### src/rtl/calendar_pkg.sv
// Shared constants and helpers for the century calendar core.
// Latency: n/a (package only).
// Backpressure: n/a (package only).
package calendar_pkg;

   localparam logic [3:0] MON_JAN = 4'd1;
   localparam logic [3:0] MON_FEB = 4'd2;
   localparam logic [3:0] MON_MAR = 4'd3;
   localparam logic [3:0] MON_APR = 4'd4;
   localparam logic [3:0] MON_MAY = 4'd5;
   localparam logic [3:0] MON_JUN = 4'd6;
   localparam logic [3:0] MON_JUL = 4'd7;
   localparam logic [3:0] MON_AUG = 4'd8;
   localparam logic [3:0] MON_SEP = 4'd9;
   localparam logic [3:0] MON_OCT = 4'd10;
   localparam logic [3:0] MON_NOV = 4'd11;
   localparam logic [3:0] MON_DEC = 4'd12;

   localparam logic [4:0] DIM_31       = 5'd31;
   localparam logic [4:0] DIM_30       = 5'd30;
   localparam logic [4:0] DIM_FEB_LEAP = 5'd29;
   localparam logic [4:0] DIM_FEB_NORM = 5'd28;

   localparam logic [6:0] YEAR_MAX = 7'd99;

   // Shift-add-3 conversion; only ever fed values 0..99, so two digits suffice.
   function automatic logic [7:0] bin_to_bcd(input logic [6:0] bin);
      logic [14:0] s;
      s = {8'd0, bin};
      for (int i = 0; i < 7; i++) begin
         if (s[10:7] >= 4'd5) s[10:7] = s[10:7] + 4'd3;
         if (s[14:11] >= 4'd5) s[14:11] = s[14:11] + 4'd3;
         s = s << 1;
      end
      return s[14:7];
   endfunction

   // Two-digit BCD increment: units wrap 9 -> 0 and carry into tens.
   function automatic logic [7:0] bcd_inc(input logic [7:0] v);
      if (v[3:0] == 4'd9) return {v[7:4] + 4'd1, 4'd0};
      else                return {v[7:4], v[3:0] + 4'd1};
   endfunction

   // Divisible by 4 from BCD digits: even tens need units 0/4/8, odd tens need 2/6.
   function automatic logic bcd_is_leap(input logic [7:0] v);
      if (!v[4]) return (v[3:0] == 4'd0) || (v[3:0] == 4'd4) || (v[3:0] == 4'd8);
      else       return (v[3:0] == 4'd2) || (v[3:0] == 4'd6);
   endfunction

endpackage

### src/rtl/days_in_month.sv
// Days-in-month lookup from month number and leap flag.
// Latency: purely combinational, zero cycles.
// Backpressure: none.
// Ports: month (1-12), leap (1 = February has 29 days), dim (28..31).
module days_in_month
   import calendar_pkg::*;
(
   input  logic [3:0] month,
   input  logic       leap,
   output logic [4:0] dim
);

   always_comb begin
      dim = DIM_31;
      case (month)
         MON_FEB:                            dim = leap ? DIM_FEB_LEAP : DIM_FEB_NORM;
         MON_APR, MON_JUN, MON_SEP, MON_NOV: dim = DIM_30;
         default:                            dim = DIM_31;
      endcase
   end

endmodule

### src/rtl/calendar_date_counter.sv
// Day/month/year-in-century counter with validated load and BCD outputs.
// Latency: new date visible on the outputs one cycle after day_tick/set_en is sampled.
// Backpressure: none; every tick and load is acted on in the cycle it is sampled.
// Ports: clk, rst (async, active-high); day_tick advances one day; set_en loads
//   set_day/set_month/set_year if legal, otherwise pulses set_err; outputs are
//   two-digit BCD day/month/year, leap flag and a one-cycle century_wrap pulse.
module calendar_date_counter
   import calendar_pkg::*;
#(
   parameter int RESET_DAY   = 1,
   parameter int RESET_MONTH = 1,
   parameter int RESET_YEAR  = 0
) (
   input  logic       clk,
   input  logic       rst,
   input  logic       day_tick,
   input  logic       set_en,
   input  logic [4:0] set_day,
   input  logic [3:0] set_month,
   input  logic [6:0] set_year,
   output logic [7:0] day_bcd,
   output logic [7:0] month_bcd,
   output logic [7:0] year_bcd,
   output logic       leap,
   output logic       century_wrap,
   output logic       set_err
);

   logic [4:0] day;
   logic [3:0] month;
   logic [6:0] year;

   logic [4:0] dim_cur;
   logic [4:0] dim_set;
   logic       set_leap;
   logic       set_ok;

   assign leap     = bcd_is_leap(year_bcd);
   assign set_leap = (set_year[1:0] == 2'b00);

   days_in_month u_dim_cur (
      .month (month),
      .leap  (leap),
      .dim   (dim_cur)
   );

   days_in_month u_dim_set (
      .month (set_month),
      .leap  (set_leap),
      .dim   (dim_set)
   );

   assign set_ok = (set_month >= MON_JAN) && (set_month <= MON_DEC) &&
                   (set_year <= YEAR_MAX) &&
                   (set_day != 5'd0) && (set_day <= dim_set);

   always_ff @(posedge clk or posedge rst) begin
      if (rst) begin
         day          <= 5'(RESET_DAY);
         month        <= 4'(RESET_MONTH);
         year         <= 7'(RESET_YEAR);
         day_bcd      <= bin_to_bcd(7'(RESET_DAY));
         month_bcd    <= bin_to_bcd(7'(RESET_MONTH));
         year_bcd     <= bin_to_bcd(7'(RESET_YEAR));
         century_wrap <= 1'b0;
         set_err      <= 1'b0;
      end else begin
         century_wrap <= 1'b0;
         set_err      <= 1'b0;
         // A load always takes priority; a tick in the same cycle is dropped
         // even when the load itself is rejected.
         if (set_en) begin
            if (set_ok) begin
               day       <= set_day;
               month     <= set_month;
               year      <= set_year;
               day_bcd   <= bin_to_bcd({2'b00, set_day});
               month_bcd <= bin_to_bcd({3'b000, set_month});
               year_bcd  <= bin_to_bcd(set_year);
            end else begin
               set_err <= 1'b1;
            end
         end else if (day_tick) begin
            if (day < dim_cur) begin
               day     <= day + 5'd1;
               day_bcd <= bcd_inc(day_bcd);
            end else begin
               day     <= 5'd1;
               day_bcd <= 8'h01;
               if (month >= MON_DEC) begin
                  month     <= MON_JAN;
                  month_bcd <= 8'h01;
                  if (year >= YEAR_MAX) begin
                     year         <= 7'd0;
                     year_bcd     <= 8'h00;
                     century_wrap <= 1'b1;
                  end else begin
                     year     <= year + 7'd1;
                     year_bcd <= bcd_inc(year_bcd);
                  end
               end else begin
                  month     <= month + 4'd1;
                  month_bcd <= bcd_inc(month_bcd);
               end
            end
         end
      end
   end

endmodule

### config.mk
export PLATFORM = sky130hd
export DESIGN_NAME = calendar_date_counter
export DESIGN_NICKNAME = d
export VERILOG_FILES = /design/src/rtl/calendar_pkg.sv /design/src/rtl/days_in_month.sv /design/src/rtl/calendar_date_counter.sv
export SDC_FILE = /design/constraint.sdc
export NUM_CORES = 1
export LEC_CHECK = 0
export ABC_AREA = 1
export BUFFER_PORTS_ARGS = -buffer_cell sky130_fd_sc_hd__buf_2
export CAP_MARGIN = 20
export CORE_MARGIN = 4
export CORE_UTILIZATION = 59
export CTS_CLUSTER_DIAMETER = 100
export CTS_CLUSTER_SIZE = 25
export DETAILED_ROUTE_END_ITERATION = 7
export HOLD_SLACK_MARGIN = 0.05
export PLACE_DENSITY = 0.81
export SLEW_MARGIN = 20
export SYNTH_ARGS = -nofsm -noshare
export SYNTH_HDL_FRONTEND = slang
export SYNTH_SLANG_ARGS = --single-unit
### constraint.sdc
create_clock -name clk -period 3.05 [get_ports clk]
set_input_delay 0.305 -clock clk [delete_from_list [all_inputs] [get_ports clk]]
set_output_delay 0.305 -clock clk [all_outputs]
set_load 0.05 [all_outputs]
==> flow_summary.json <==
{
  "switching_share_pct": 48.91,
  "area_delta_synth_final_pct": 18.06,
  "clock_latency_ns": 0.30,
  "first_pass_iters": 4,
  "synthCells": 490,
  "p_leak_nw": 2.199,
  "io_pins": 47,
  "finalClockSkew_ns": 0.01313,
  "min_path_type": "in -> async",
  "hold_viol": 0,
  "seq_area_frac_synth_pct": 30.19,
  "synth_nets": 545,
  "cell_internal_pwr_mw": 1.474,
  "cp-end-kind": "flip-flop",
  "coreArea_um2": 5642,
  "diodes": 0,
  "synth_cell_type_count": 38,
  "cts_sinks": 42,
  "grt_remaining_overflow": 0,
  "worst_r2r_endpoint": "month_bcd[1]$_DFFE_PP0P_",
  "dp_slack_ns": -0.3125,
  "required_ns": 3.27,
  "crit_type": "in -> reg",
  "ctsHoldBuffers": 0,
  "rrSetupSlack_ns": 0.42,
  "tightest_slew_ns": 0.8253,
  "post-place-cells": 622,
  "ant_nets": 0,
  "avgSynthCellArea_um2": 7.140,
  "rsz0062_at_grt": "yes",
  "dp_hpwl_um": 6608,
  "period_share_pct": 94.18,
  "start_util_pct": 62.01,
  "gp_congestion": 0.8420,
  "arrival_ns": 3.09,
  "finalMaxSlewViolations": 0,
  "drtIter0Drc": 191,
  "design.die.area_um2": 7225,
  "cts_buffer_depth": 2,
  "ys_ff_latch": 42,
  "clkTransAtPathRegs_ns": 0.09,
  "grt_first_pass_wirelength_um": 14280,
  "yosys_warnings": 0,
  "antenna_found_initial": 0,
  "worst_slack_ns": 0.1774,
  "grt_use_total_pct": 23.50,
  "wirelength_um": 8401,
  "cts_tree": "yes",
  "max_freq_mhz": 348.1,
  "power_density_nw_per_um2": 698.7,
  "final_area_um2": 4130,
  "rows": 27,
  "power_frac_seq_pct": 33.3,
  "drcViolationCount": 0,
  "h-tree-depth": 2,
  "p_sw_mw": 1.411,
  "numPortBuffers": 46,
  "worstSetupStartpointType": "input pin",
  "power_frac_clock_pct": 15.7,
  "final_cell_mix": "112 x nand2_1, 66 x inv_1, 46 x buf_2",
  "r2r_cells": 13,
  "dieHeight_um": 85,
  "totalPowerFinal_mw": 2.886,
  "drive_gt1_share_pct": 19.96,
  "clockRootBuffer": "clkbuf_8",
  "nets": 615,
  "routedWlPerCell_um": 13.27,
  "cp_max_fo": 4,
  "placed_cell_area_um2": 3959,
  "syn-cell-area_um2": 3498,
  "grt_max_degree": 23,
  "cts_inserted_buffers": 5,
  "grt_pass1_vias": 3321,
  "power_frac_comb_pct": 51.0,
  "min_period_ns": 2.873,
  "peakVddDrop_mv": 0.3636,
  "r2r-start": "month[0]$_DFFE_PP1P_",
  "status": "completed",
  "via_count": 3451,
  "cap_violations": 0,
  "die_w_um": 85,
  "layoutNonFillerInstCount": 633,
  "final_common_cell": "nand2_1",
  "vias_per_cell": 5.452,
  "setup_viol": 0,
  "max_slew_margin_pct": 44.92
}
## worst max-delay path, stage by stage
cell      delay (ns)
buf_2           0.10
inv_1           0.07
ha_2            0.18
nand2_2         0.06
nand2_1         0.07
nand2_1         0.06
nand2_2         0.08
ha_1            0.14
inv_1           0.04
nand2_1         0.08
nand3_2         0.10
nand2_2         0.10
xor2_2          0.19
inv_2           0.07
ha_2            0.19
nand2_1         0.08
nand4_1         0.12
nand2_2         0.10
inv_1           0.04
ha_1            0.16
inv_1           0.05
ha_2            0.21
a21oi_4         0.05
buf_4           0.17
nand3_1         0.07
nand3_1         0.07
a21boi_1        0.14
## worst max path at each step
| stage | start | endpoint | cells past startpoint |
|---|---|---|---|
| floorplan | set_year[5] | year_bcd[6]$_DFFE_PP0P_ | 27 |
| global placement | set_year[5] | year_bcd[6]$_DFFE_PP0P_ | 28 |
| detailed placement | set_year[5] | year_bcd[6]$_DFFE_PP0P_ | 28 |
| CTS | set_year[5] | year_bcd[6]$_DFFE_PP0P_ | 28 |
| global route | set_year[5] | year_bcd[5]$_DFFE_PP0P_ | 27 |
| finish | set_year[5] | year_bcd[5]$_DFFE_PP0P_ | 27 |
## kinds of logic after synthesis
kind of cell,share of synthesized area (%)
adders and majority gates,12.52
buffers and inverters,8.369
AOI/OAI and AO/OA,14.88
xor gates and xnor gates,5.258
and+or+nand+nor,28.79
DFF,30.19
## power groups by stage
stage / Sequential (mW) / Combinational [mW] / Clock, mW
global placement: 0.957 / 1.40 / 0
global route: 0.998 / 1.63 / 0.486
finish: 0.960 / 1.47 / 0.453
detailed placement: 0.965 / 1.45 / 0
CTS: 0.959 / 1.46 / 0.461
floorplan: 1.27 / 0.760 / 0
## metrics by stage
stage          hold slack, ns  utilization (%)  TNS (ns)
5_1_grt                0.2371            73.21  -0.08204
6_report               0.1555            73.21         0
3_3_place_gp           0.4923            70.17   -0.1126
4_1_cts                0.1835            72.23         0
3_5_place_dp           0.5048            70.17   -0.7740
2_1_floorplan          0.4575                -         0
## flip-flops by register name, summed over array words and instances, names as in the netlist
register,cells
day_bcd,8
month_bcd,8
year_bcd,8
year,7
day,5
month,4
century_wrap,1
set_err,1
## synth_stat cells (all sizes together)
master   instances  area share, %
o211ai           1           0.21
buf              6           0.86
a21oi           20            3.1
dfrtp           38             27
nand3           40            6.2
o22ai           13            2.3
o31ai            3           0.64
a21o             1           0.21
dfstp            4            3.0
o32ai            1           0.25
o21ai           39            5.7
and2             1           0.18
nor3             4           0.57
xnor2            7            1.8
a21boi           1           0.21
xor2            14            3.5
nor3b            2           0.57
ha              35             13
nor4             2           0.36
a31oi            5           0.89
a22oi            4           0.86
o221ai           1           0.25
nand2          120             13
inv             68            7.3
nand3b           3           0.64
a2111oi          1           0.25
nand4            7            1.3
or2              3           0.54
clkbuf           2           0.21
nor2            44            5.2
## area by class of cell
class / instances / area, um2
Clock buffer: 5 / 68.82
Clock inverter: 3 / 43.79
Sequential cell: 42 / 1056
Multi-Input combinational cell: 372 / 2186
Fill cell: 480 / 1511
Inverter: 68 / 255.2
Tap cell: 72 / 90.09
Timing Repair Buffer: 71 / 430.4
## routing by layer
metal	track usage, %	share of wire (%)	vias up
met5	0	0	-
met4	7.626	1.7	0
met1	28.05	42	1599
met2	42.51	51	76
li1	-	-	1757
met3	3.981	4.4	19
## what timing repair did
item / CTS / global route
setup endpoints to repair: 1 / 3
resized for setup: 1 / 9
buffers inserted: 0 / 3
pin swaps: 0 / 4
No activity file was read; power rests on OpenSTA's default activity.
